`config.mk`:
```
export PLATFORM = sky130hd
export DESIGN_NAME = day10_min_press_solver
export DESIGN_NICKNAME = d
export VERILOG_FILES = /design/src/rtl/day10_min_press_solver.sv
export SDC_FILE = /design/constraint.sdc
export NUM_CORES = 1
export LEC_CHECK = 0
export ABC_AREA = 1
export BUFFER_PORTS_ARGS = -buffer_cell sky130_fd_sc_hd__buf_2
export CELL_PAD_IN_SITES_DETAIL_PLACEMENT = 1
export CELL_PAD_IN_SITES_GLOBAL_PLACEMENT = 1
export CORE_ASPECT_RATIO = 0.75
export CORE_MARGIN = 2
export CORE_UTILIZATION = 41
export DETAILED_ROUTE_END_ITERATION = 10
export GPL_ROUTABILITY_DRIVEN = 0
export MAX_ROUTING_LAYER = met4
export PLACE_DENSITY_LB_ADDON = 0.1
export SYNTH_ARGS = -nofsm -noshare
export SYNTH_HDL_FRONTEND = slang
export SYNTH_SLANG_ARGS = --single-unit
```
`constraint.sdc`:
```
create_clock -name clk -period 6.65 [get_ports clk]
set_input_delay 1.33 -clock clk [delete_from_list [all_inputs] [get_ports clk]]
set_output_delay 1.33 -clock clk [all_outputs]
set_load 0.05 [all_outputs]
```
`src/rtl/day10_min_press_solver.sv`:
```
// Minimum-press solver for one Day 10 machine: streams in a target and button masks,
// walks all button subsets in Gray-code order and accumulates per-machine results.
module day10_min_press_solver #(
    parameter int MAX_NUM_BUTTONS   = 16,
    parameter int MAX_NUM_LIGHTS    = 10,
    parameter int MAX_NUM_BUTTONS_W = (MAX_NUM_BUTTONS <= 1) ? 1 : $clog2(MAX_NUM_BUTTONS + 1),
    parameter int MAX_NUM_PRESSES_W = MAX_NUM_BUTTONS_W,
    parameter int TOTAL_W           = 32
) (
    input  logic                         clk,
    input  logic                         rst_n,
    input  logic                         hdr_valid,
    output logic                         hdr_ready,
    input  logic [MAX_NUM_LIGHTS-1:0]    hdr_target,
    input  logic [MAX_NUM_BUTTONS_W-1:0] hdr_num_buttons,
    input  logic                         btn_valid,
    output logic                         btn_ready,
    input  logic [MAX_NUM_LIGHTS-1:0]    btn_mask,
    output logic                         out_valid,
    input  logic                         out_ready,
    output logic                         out_solvable,
    output logic [MAX_NUM_PRESSES_W-1:0] min_button_presses,
    output logic [MAX_NUM_BUTTONS-1:0]   buttons_to_press,
    input  logic                         clear_totals,
    output logic [TOTAL_W-1:0]           total_presses,
    output logic [TOTAL_W-1:0]           total_machines
);
    localparam int NB = MAX_NUM_BUTTONS;
    localparam int NL = MAX_NUM_LIGHTS;
    localparam int BW = MAX_NUM_BUTTONS_W;
    localparam int PW = MAX_NUM_PRESSES_W;

    typedef enum logic [1:0] {IDLE, LOAD, SEARCH, DONE} state_t;

    state_t        state;
    logic [NL-1:0] target;
    logic [NL-1:0] acc;
    logic [NL-1:0] masks [NB];
    logic [BW-1:0] n;
    logic [BW-1:0] idx;
    logic [NB-1:0] k;
    logic [NB-1:0] subset;
    logic [NB-1:0] best_set;
    logic [PW-1:0] pc;
    logic [PW-1:0] best;
    logic          found;

    logic [BW-1:0] hdr_n;
    logic [NB-1:0] next_k;
    logic [NB-1:0] low_bit;
    logic [NB-1:0] last_k;
    logic [NB-1:0] step_subset;
    logic [NL-1:0] step_mask;
    logic [NL-1:0] step_acc;
    logic [PW-1:0] step_pc;
    logic          hit;

    // The lowest set bit of the next Gray index is the single button that toggles.
    always_comb begin
        hdr_n     = (hdr_num_buttons > BW'(NB)) ? BW'(NB) : hdr_num_buttons;
        next_k    = k + NB'(1);
        low_bit   = next_k & (~next_k + NB'(1));
        last_k    = (NB'(1) << n) - NB'(1);
        step_mask = '0;
        for (int unsigned i = 0; i < NB; i++) begin
            if (low_bit[i]) step_mask = step_mask | masks[i];
        end
        step_acc    = acc ^ step_mask;
        step_subset = subset ^ low_bit;
        step_pc     = ((subset & low_bit) != '0) ? pc - PW'(1) : pc + PW'(1);
        hit         = (step_acc == target) && (!found || (step_pc < best));
    end

    always_ff @(posedge clk or negedge rst_n) begin
        if (!rst_n) begin
            state              <= IDLE;
            hdr_ready          <= 1'b1;
            btn_ready          <= 1'b0;
            out_valid          <= 1'b0;
            out_solvable       <= 1'b0;
            min_button_presses <= '0;
            buttons_to_press   <= '0;
            target             <= '0;
            acc                <= '0;
            n                  <= '0;
            idx                <= '0;
            k                  <= '0;
            subset             <= '0;
            best_set           <= '0;
            pc                 <= '0;
            best               <= '0;
            found              <= 1'b0;
            for (int unsigned i = 0; i < NB; i++) masks[i] <= '0;
        end else begin
            case (state)
                IDLE: begin
                    if (hdr_valid && hdr_ready) begin
                        target    <= hdr_target;
                        n         <= hdr_n;
                        idx       <= '0;
                        best      <= '0;
                        best_set  <= '0;
                        found     <= 1'b0;
                        hdr_ready <= 1'b0;
                        for (int unsigned i = 0; i < NB; i++) masks[i] <= '0;
                        if (hdr_n == '0) begin
                            state              <= DONE;
                            out_valid          <= 1'b1;
                            out_solvable       <= (hdr_target == '0);
                            min_button_presses <= '0;
                            buttons_to_press   <= '0;
                        end else begin
                            state     <= LOAD;
                            btn_ready <= 1'b1;
                        end
                    end
                end
                LOAD: begin
                    if (btn_valid && btn_ready) begin
                        for (int unsigned i = 0; i < NB; i++) begin
                            if (idx == BW'(i)) masks[i] <= btn_mask;
                        end
                        idx <= idx + BW'(1);
                        if (idx == n - BW'(1)) begin
                            state     <= SEARCH;
                            btn_ready <= 1'b0;
                            k         <= '0;
                            acc       <= '0;
                            subset    <= '0;
                            pc        <= '0;
                            best      <= '0;
                            best_set  <= '0;
                            found     <= (target == '0);
                        end
                    end
                end
                SEARCH: begin
                    k      <= next_k;
                    acc    <= step_acc;
                    subset <= step_subset;
                    pc     <= step_pc;
                    if (hit) begin
                        best     <= step_pc;
                        best_set <= step_subset;
                        found    <= 1'b1;
                    end
                    // The final step's hit is folded straight into the published result.
                    if (next_k == last_k) begin
                        state              <= DONE;
                        out_valid          <= 1'b1;
                        out_solvable       <= found | hit;
                        min_button_presses <= hit ? step_pc : best;
                        buttons_to_press   <= hit ? step_subset : best_set;
                    end
                end
                DONE: begin
                    if (out_ready) begin
                        state     <= IDLE;
                        out_valid <= 1'b0;
                        hdr_ready <= 1'b1;
                    end
                end
                default: state <= IDLE;
            endcase
        end
    end

    always_ff @(posedge clk or negedge rst_n) begin
        if (!rst_n) begin
            total_presses  <= '0;
            total_machines <= '0;
        end else if (clear_totals) begin
            total_presses  <= '0;
            total_machines <= '0;
        end else if (out_valid && out_ready) begin
            total_machines <= total_machines + TOTAL_W'(1);
            if (out_solvable) total_presses <= total_presses + TOTAL_W'(min_button_presses);
        end
    end
endmodule

```
Word-level counts from Yosys, hierarchy flattened
Index checks and enable logic that the tools add are counted.

Flip-flop bits (word level): 340. Input bits: 31. Output and inout bits: 89.

Add/sub/neg operators: 9. Order comparisons: 2. Reductions and logical operators: 47. Bitwise logic cells: 21. Eq/ne operators: 45. Shift-type cells: 1. Multiplexer cells: 96.

Operators by type and width (count): 10-bit two-way mux (34); 160-bit two-way mux (2); 160-bit one-hot mux with 2 select lines (1); 32-bit two-way mux (5); 10-bit OR (15); 16-bit two-way mux (7); 16-bit one-hot mux with 2 select lines (3); 4-bit AND reduction (18); 5-bit two-way mux (10); 2-bit inequality test, second input constant (24); 16-bit one-hot mux with 3 select lines (1); 5-bit by 4-bit equality test with 1-bit output, second input constant (8); 16-bit by 1-bit adder with 16-bit output, second input constant (2); 32-bit by 1-bit adder with 32-bit output, second input constant (1); 32-bit by 5-bit adder with 32-bit output (1); 16-bit AND (2); 5-bit one-hot mux with 2 select lines (3); 5-bit by 3-bit equality test with 1-bit output, second input constant (4); 10-bit zero test (2); 10-bit one-hot mux with 2 select lines (1); 5-bit AND reduction (4); 16-bit equality test (1); 1-bit two-way mux (16); 16-bit inverter (1); other kinds (30) (55).

Longest topological paths before layout
Gate-level depths: netlist of the first run.

Depth in word-level cells: 41. Depth in mapped cells: 30. Gate-level depth less buffers: 29.

Worst setup path after synthesis of the first run
Ideal clock, no wire load.

Path kind: register -> register. Start point: register k[0]. End point: register best[4]. Period minus slack after synthesis: 4.830 ns. Slack: 1.820 ns. Arrival: 4.712 ns. Stages on the path, launching flop included: 31. Setup time: 0.118 ns. Required time: 6.532 ns. Buffers on the path: 1. Path through: dfrtp_1 ha_1 nand2_1 nor2_4 nand2_1 nand2_1 nand2_2 nand2_4 nor2_8 nand2_2 nor2_8 nand2_1 inv_1 ha_1 nor4_1 nand4_1 inv_1 fa_1 inv_1 ha_1 a21boi_0 o21a_1 o21a_1 o21a_1 o21ai_0 nand3_4 nand2_4 buf_12 nand2_2 nand3_1 nand2_1.

Cells in the longest elaborated chain, start to end: 40. Elaborated cells between the ends (all ways): 45.

Ends and longest elaborated chain: start, declared (line 41) `logic [NB-1:0] k;`; start signal, assigned (line 138) `k <= next_k;`; 16-bit by 1-bit adder with 16-bit output * (line 61) `next_k = k + NB'(1);`; 16-bit inverter (line 62) `low_bit = next_k & (~next_k + NB'(1));`; 16-bit by 1-bit adder with 16-bit output (line 62); 16-bit AND * (line 62); 10-bit two-way mux (line 66) `if (low_bit[i]) step_mask = step_mask | masks[i];`; 10-bit OR (line 66); 10-bit two-way mux (line 66); 10-bit OR (line 66); [24 not listed]; 10-bit two-way mux (line 66); 10-bit OR (line 66); 10-bit two-way mux (line 66); 10-bit XOR (line 68) `step_acc = acc ^ step_mask;`; 10-bit equality test (line 71) `hit = (step_acc == target) && (!found || (step_pc < best));`; 1-bit logical AND (line 71); 5-bit two-way mux * (line 142) `if (hit) begin`; 5-bit one-hot mux with 3 select lines * (line 95) `case (state)`; end signal, assigned (line 143) `best <= step_pc;`; end, declared (line 45) `logic [PW-1:0] best;`.

Every way passes the cells marked *; elsewhere a longest branch is shown, timed or not. A chain may end at the register's enable or synchronous reset.

Worst setup path after layout of the first run
Start point: register k[0]. End point: register buttons_to_press[15].

Cells in the longest elaborated chain, start to end: 41. Elaborated cells between the ends (all ways): 50.

Ends and longest elaborated chain: 16-bit by 1-bit adder with 16-bit output * (line 61); 16-bit inverter (line 62); 16-bit by 1-bit adder with 16-bit output (line 62); 16-bit AND (line 62); 10-bit two-way mux (line 66); 10-bit OR (line 66); 10-bit two-way mux (line 66); 10-bit OR (line 66); [25 not listed]; 10-bit OR (line 66); 10-bit two-way mux (line 66); 10-bit XOR (line 68); 10-bit equality test (line 71); 1-bit logical AND (line 71); 16-bit two-way mux; 16-bit two-way mux (line 148) `if (next_k == last_k) begin`; 16-bit one-hot mux with 2 select lines (line 95); end signal, assigned (line 153) `buttons_to_press <= hit ? step_subset : best_set;`; end, declared (line 23) `output logic [MAX_NUM_BUTTONS-1:0] buttons_to_press,`.

Every way passes the cells marked *; elsewhere a longest branch is shown, timed or not. The select of a mux whose other input is x is not followed.

==> key figures, run 1 <==
Hold path
  – Hold EP: total_presses[31]
  – Tightest Hold Check Type: reg2reg
  – Hold_sp: total_presses[31]
  – Worst hold stages: 1

STA
  – Clock Skews: 0.02762 ns
  – Final setup vio count: 0
  – Total count of max-transition violations in the final report: 0
  – Final hold slack: 0.4654 ns
  – TNS Setup: 0 ns
  – Tmin final: 5.943 ns
  – Final Hold Vio Count: 0
  – Fmax: 168.3 MHz
  – Slew margin rel.: 0.2933
  – Tcrit/Tclk final: 0.8936
  – Worst-margin pin slew: 1.060 ns
  – RSZ-0062 raised after global routing: no

Drt
  – Routed wl met2: 25.81 mm
  – Starting DRT DRC Count: 1198
  – Final ANT Viol Nets: 0
  – First drt pass iteration count: 5
  – Drt via density: 5.382
  – Wire length per cell: 19.30 um
  – Total Wirelength: 58.56 mm
  – DR WL met3: 2.660 mm
  – Via count: 16.33k
  – Metal-1 WL: 28.82 mm
  – DRC viols: 0
  – Max layer used: met4

Final layout
  – P&R area growth vs syn: 13.99%
  – Fillers: 5406
  – Final Cell Area: 20450 sq um
  – Share of post-route cells with drive strength above 1: 0.1136
  – Antenna diodes: 0
  – Final Net Count: 2510
  – Post-layout util: 0.4726

Yosys
  – EDFF count, synth: 0
  – Post-synth top area share: 0.4729
  – Synth Area per Inst: 7.719 sq um
  – Synth area leaders: dfrtp_1 (47%), nand2_1 (14%), o21ai_0 (7.1%)
  – Synth cell types: 46
  – Sequential element share of the synthesized area: 0.4743
  – Synth Warn #: 0
  – Mapped Cells: 2324
  – FF+latch count, synth: 340
  – Mapped cell area: 17940 sq um
  – Syn nets: 2405
  – Async set-reset flop share out of synthesis: 1.000
  – Predominant post-synthesis flop cell: dfrtp_1
  – Biggest area consumer among synthesized cells: dfrtp_1

Clock tree
  – Clock sinks: 340
  – CTS Hold Buffers Added: 0
  – Reg clk slew, reported paths: 0.06 ns
  – H-Tree Depth: 2
  – Clk root buf: clkbuf_16
  – Clock Latency Late Sink: 0.57 ns
  – Quantity of gates resized following cts: 0
  – CTS tree: built
  – Setup bufs post-CTS: 0
  – Max Root-Sink Buffers: 3
  – CTS buffer count: 39

Global routing
  – First-pass GRT wire length: 93.36 mm
  – Vias in the first global route: 16.73k
  – GRT Util Overall: 0.2683
  – Largest net degree at the start of global routing: 153
  – Initial antenna violation count: 0
  – Gr ovfl total: 0

Worst setup path
  – Crit-path slowest cell: dfrtp_1
  – Reg2reg setup slack: 0.71 ns
  – CP peak stage delay: 0.52 ns
  – Worst Path Arrival: 6.39 ns
  – Crit path launch type: register
  – Worst r2r dst: buttons_to_press[15]
  – Worst reg2reg path depth: 29
  – Critical Path Sink Type: register
  – Most Frequent Cell on Critical Path: nand2_1
  – Critical Path Fanout Max: 19
  – R2R Path Start: k[0]
  – Data required, critical path: 7.09 ns
  – Crit Path Category: reg2reg

Flow run
  – Max cap viols: 0

Power
  – Combinational share of power: 0.021
  – Clock network power share: 0.503
  – Net Sw Power: 983.7 uW
  – Peak VDD IR: 0.1529 mV
  – PwrDens: 212.6 nW/um^2
  – Switching part of the total: 0.2263
  – Power Internal: 3363 uW
  – Lkg Pwr: 0.01047 uW
  – Sequential power share: 0.476

Placement
  – Port bufs: 119
  – Hpwl dp: 42.30 mm
  – DP Area: 19180 sq um

Floorplan
  – Starting Density: 0.4146
  – Rows: 66
  – I/O pin count: 120
  – Core area: 43270 sq um
  – Die Y: 185.2 um
  – Die width: 245.5 um
  – Die area: 45460 sq um

Status
  – Status: finished, final reports clean
## cells in the final DEF, fill, tap and decap left out, types with 31 or more instances in the layout
cell	count
a21oi_1	59
buf_2	118
nand3_1	195
o21ai_0	253
nand2_1	677
nand4_1	51
nor3_1	31
clkbuf_16	41
ha_1	48
nor2_1	185
inv_1	210
dfrtp_1	339
## power groups by stage
| stage | Combinational [uW] | Clock (uW) | Sequential, uW |
|---|---|---|---|
| 5_1_grt | 102 | 2320 | 2070 |
| 4_1_cts | 93.5 | 2240 | 2070 |
| 3_3_place_gp | 92.6 | 0 | 2110 |
| 3_5_place_dp | 93.5 | 0 | 2110 |
| 6_report | 89.6 | 2190 | 2070 |
| 2_1_floorplan | 18.8 | 0 | 2110 |
## metrics by stage
stage,setup WS [ns],std cells,total power (uW)
after floorplan,1.820,2324,2126
after global placement,1.029,2966,2199
after detailed placement,0.7076,2966,2200
after CTS,0.6750,3034,4398
after global routing,0.1030,3034,4488
final,0.7075,3034,4347
## worst max-delay path, delay by kind of cell (launching register included)
family          cells  cell delay [ns]
compound gates      5             1.10
fa+ha+maj           4             1.17
buf+inv             3             0.32
flops               1             0.52
simple gates       17             2.68
## worst max path at each step
| stage | startpoint | to | slack [ns] |
|---|---|---|---|
| floorplan | k[0] | best[4] | 1.82 |
| global route | k[0] | buttons_to_press[2] | 0.10 |
| detailed placement | k[0] | best_set[15] | 0.71 |
| CTS | k[0] | best_set[15] | 0.68 |
| finish | k[0] | buttons_to_press[15] | 0.71 |
| global placement | k[0] | found | 1.03 |
## per-layer routing
metal | up-vias | global-route usage
met1 | 8154 | 0.3817
met2 | 302 | 0.4010
met4 | 0 | 0.06764
li1 | 7799 | -
met3 | 75 | 0.04028
met5 | - | -
## flip-flops by register name, summed over array words and instances (netlist names), 10 cells and up
register          count
buttons_to_press     16
subset               16
best_set             16
target               10
masks               160
acc                  10
total_machines       32
k                    16
total_presses        32
## final cells by class
class                      instances  area [sq um]  area share
sequential                       340          8509      0.4161
inverter                         222         833.3     0.04075
clock buffer                      63          1209     0.05910
tap                              578         723.2     0.03536
timing repair buffer             147         828.3     0.04050
clock inverter                     5         65.06    0.003182
multi-input combinational       1679          8282      0.4050
## kinds of logic after synthesis
logic type,synth area share
AO/OA/AOI/OAI,0.1080
XOR/XNOR,0.02002
adder cells (fa/ha/maj),0.03571
buffers and inverters,0.06577
flip-flops,0.4743
AND/OR/NAND/NOR,0.2961
## synth_stat cells (11+ instances only)
master	count
a21oi_1	62
clkbuf_1	71
dfrtp_1	339
ha_1	48
inv_1	210
nand2_1	677
nand2_2	23
nand3_1	195
nand4_1	51
nor2_1	193
nor2_4	12
nor3_1	31
nor4_1	14
o21ai_0	253
o22ai_1	23
xnor2_1	11
xor2_1	30
(Power assumes the default switching activity.)
==> run 2, diff against run 1 <==
PLACE_DENSITY = 0.79   (was unset)
PLACE_DENSITY_LB_ADDON = unset   (was 0.1)
clock period = 4.9 ns   (was 6.65 ns; I/O delays follow)
==> run 2 against run 1 <==
Hold slack got worse by 0.013 ns; utilization increased by 2.3 points; largest power group unchanged; global-route usage increased by 0.89 points; via count increased by 4.3%; highest routed layer unchanged.
==> key figures, run 2 (synthesized netlist as in run 1, its figures left out) <==
Power
  – Peak VDD IR: 0.2465 mV (was 0.1529 mV)
  – PwrDens: 283.4 nW/um^2 (was 212.6 nW/um^2)
  – Lkg Pwr: 0.01089 uW (was 0.01047 uW)
  – PnR Total Power: 6080 uW (was 4347 uW)

Worst setup path
  – Critical Path Sink Type: register (unchanged)
  – Crit Path Category: reg2reg (unchanged)
  – Data required, critical path: 5.34 ns (was 7.09 ns)
  – CP peak stage delay: 0.52 ns (about the same)
  – Crit-path slowest cell: fa_1 (was dfrtp_1)
  – Worst Path Arrival: 5.23 ns (was 6.39 ns)
  – Critical Path Fanout Max: 8 (was 19)
  – Crit path launch type: register (unchanged)

Clock tree
  – Reg clk slew, reported paths: 0.06 ns (about the same)
  – Clock sinks: 340 (unchanged)
  – CTS tree: built (unchanged)
  – H-Tree Depth: 2 (unchanged)
  – Max Root-Sink Buffers: 3 (unchanged)
  – Clock Latency Late Sink: 0.56 ns (was 0.57 ns)
  – CTS Hold Buffers Added: 0 (unchanged)
  – Clk root buf: clkbuf_16 (unchanged)
  – CTS buffer count: 39 (unchanged)

Global routing
  – Initial antenna violation count: 0 (unchanged)
  – GRT Util Overall: 0.2772 (was 0.2683)
  – Largest net degree at the start of global routing: 103 (was 153)
  – Vias in the first global route: 17.44k (was 16.73k)
  – First-pass GRT wire length: 96.86 mm (was 93.36 mm)
  – Gr ovfl total: 0 (unchanged)

Drt
  – Drt via density: 5.490 (was 5.382)
  – Wire length per cell: 20.09 um (was 19.30 um)
  – Starting DRT DRC Count: 1515 (was 1198)
  – Via count: 17.04k (was 16.33k)
  – First drt pass iteration count: 6 (was 5)
  – DRC viols: 0 (unchanged)
  – Total Wirelength: 62.37 mm (was 58.56 mm)
  – Final ANT Viol Nets: 0 (unchanged)

Final layout
  – P&R area growth vs syn: 19.58% (was 13.99%)
  – Number of flip-flops in the largest register: 160 (unchanged)
  – Leading cell types in the layout, fill and taps excluded: nand2_1 (650), dfrtp_1 (336), o21ai_0 (250) (was nand2_1 (677), dfrtp_1 (339), o21ai_0 (253))
  – Final Net Count: 2578 (was 2510)
  – Regs by FF count: masks (160), total_machines (32), total_presses (32) (unchanged)
  – Share of post-route cells with drive strength above 1: 0.1615 (was 0.1136)
  – Antenna diodes: 0 (unchanged)
  – Top reg by flops: masks (unchanged)
  – Most common cell after layout, fill and taps aside: nand2_1 (unchanged)

STA
  – Fmax: 208.6 MHz (was 168.3 MHz)
  – Total count of max-transition violations in the final report: 0 (unchanged)
  – Final setup vio count: 0 (unchanged)
  – Final Hold Vio Count: 0 (unchanged)
  – Tmin final: 4.795 ns (was 5.943 ns)
  – Clock Skews: 0.02955 ns (was 0.02762 ns)
  – Worst-margin pin slew: 1.144 ns (was 1.060 ns)
  – Tcrit/Tclk final: 0.9785 (was 0.8936)
  – TNS Setup: 0 ns (unchanged)
  – RSZ-0062 raised after global routing: yes (was no)
  – Slew margin rel.: 0.2347 (was 0.2933)

Placement
  – Hpwl dp: 43.93 mm (was 42.30 mm)
  – Port bufs: 119 (unchanged)

Floorplan
  – Die width: 245.5 um (unchanged)
  – Rows: 66 (unchanged)
  – Starting Density: 0.4146 (unchanged)
  – Die Y: 185.2 um (unchanged)
  – I/O pin count: 120 (unchanged)
  – Die area: 45460 sq um (unchanged)
  – Core area: 43270 sq um (unchanged)

Status
  – Status: finished, final reports clean (unchanged)

Hold path
  – Tightest Hold Check Type: in2async (was reg2reg)

Flow run
  – Max cap viols: 0 (unchanged)
==> run 2: changes by cell type in the layout (fill, tap and decap cells not counted), moves of 5 or more <==
cell	previous run	this run
buf_4	27	85
nand2_1	677	650
nand2_2	23	37
nand2_4	4	16
nand3_1	195	186
clkbuf_1	12	4
nor2_2	15	7
ha_1	48	41
nand3_2	1	8
nor2_4	12	18
buf_6	0	5
==> run 2: final timing paths <==
path / startpoint / endpoint / slack (ns) / depth (start not counted)
max in group asynchronous: rst_n / buttons_to_press[8] / 3.29 / 2
worst max register to register: k[0] / best_set[8] / 0.11 / 30
worst max-delay path: k[0] / best_set[8] / 0.11 / 30
worst min-delay path: rst_n / masks[144] / 0.45 / 1
worst min register to register: total_presses[31] / total_presses[31] / 0.46 / 1
min in group clk: total_presses[31] / total_presses[31] / 0.46 / 1
==> run 2: area by class of cell <==
type	instances	area, sq um
timing repair buffer	214	1405
multi-input combinational	1680	8591
clock buffer	58	1220
tap	578	723.2
fill	5316	21820
inverter	222	840.8
clock inverter	12	160.2
sequential	340	8513
==> run 2: layer usage <==
| layer | vias up | part of all wire | global-route usage |
|---|---|---|---|
| met2 | 450 | 0.46 | 0.4284 |
| li1 | 7928 | - | - |
| met4 | 0 | 0.025 | 0.07515 |
| met5 | - | 0 | - |
| met1 | 8558 | 0.46 | 0.3864 |
| met3 | 104 | 0.055 | 0.03318 |
==> run 2: power by group <==
group | internal [uW] | total [uW] | leakage [uW] | switching [uW]
sequential | 2810 | 2810 | 0.00450 | 0.000000000000535
combinational | 18.4 | 127 | 0.00571 | 108
clock | 1890 | 3150 | 0.000689 | 1260
total | 4720 | 6080 | 0.0109 | 1360
==> run 2: stage by stage <==
step           setup slack, ns  instances    util  hold slack [ns]  instance area, sq um
2_1_floorplan          0.07030       2324       -           0.4491                 17940
3_3_place_gp            0.1023       3009  0.4508           0.4455                 19510
3_5_place_dp           -0.1305       3009  0.4508           0.4599                 19510
4_1_cts                0.01211       3083  0.4839           0.4657                 20940
5_1_grt                -0.1691       3104  0.4958           0.4757                 21450
6_report                0.1052       3104  0.4958           0.4520                 21450
==> run 2: worst max-delay path: cells and delay by family, from the launching register on <==
family | cells | cell delay (ns)
fa+ha+maj | 4 | 1.19
compound gates | 5 | 0.76
buf+inv | 7 | 0.81
flops | 1 | 0.41
simple gates | 14 | 1.47
==> run 2: timing repair <==
action / in CTS / in global routing
resized for setup: 5 / 94
gates cloned: 0 / 2
buffers inserted: 4 / 19
pin swaps: 5 / 37
endpoints found under the setup margin: 43 / 43
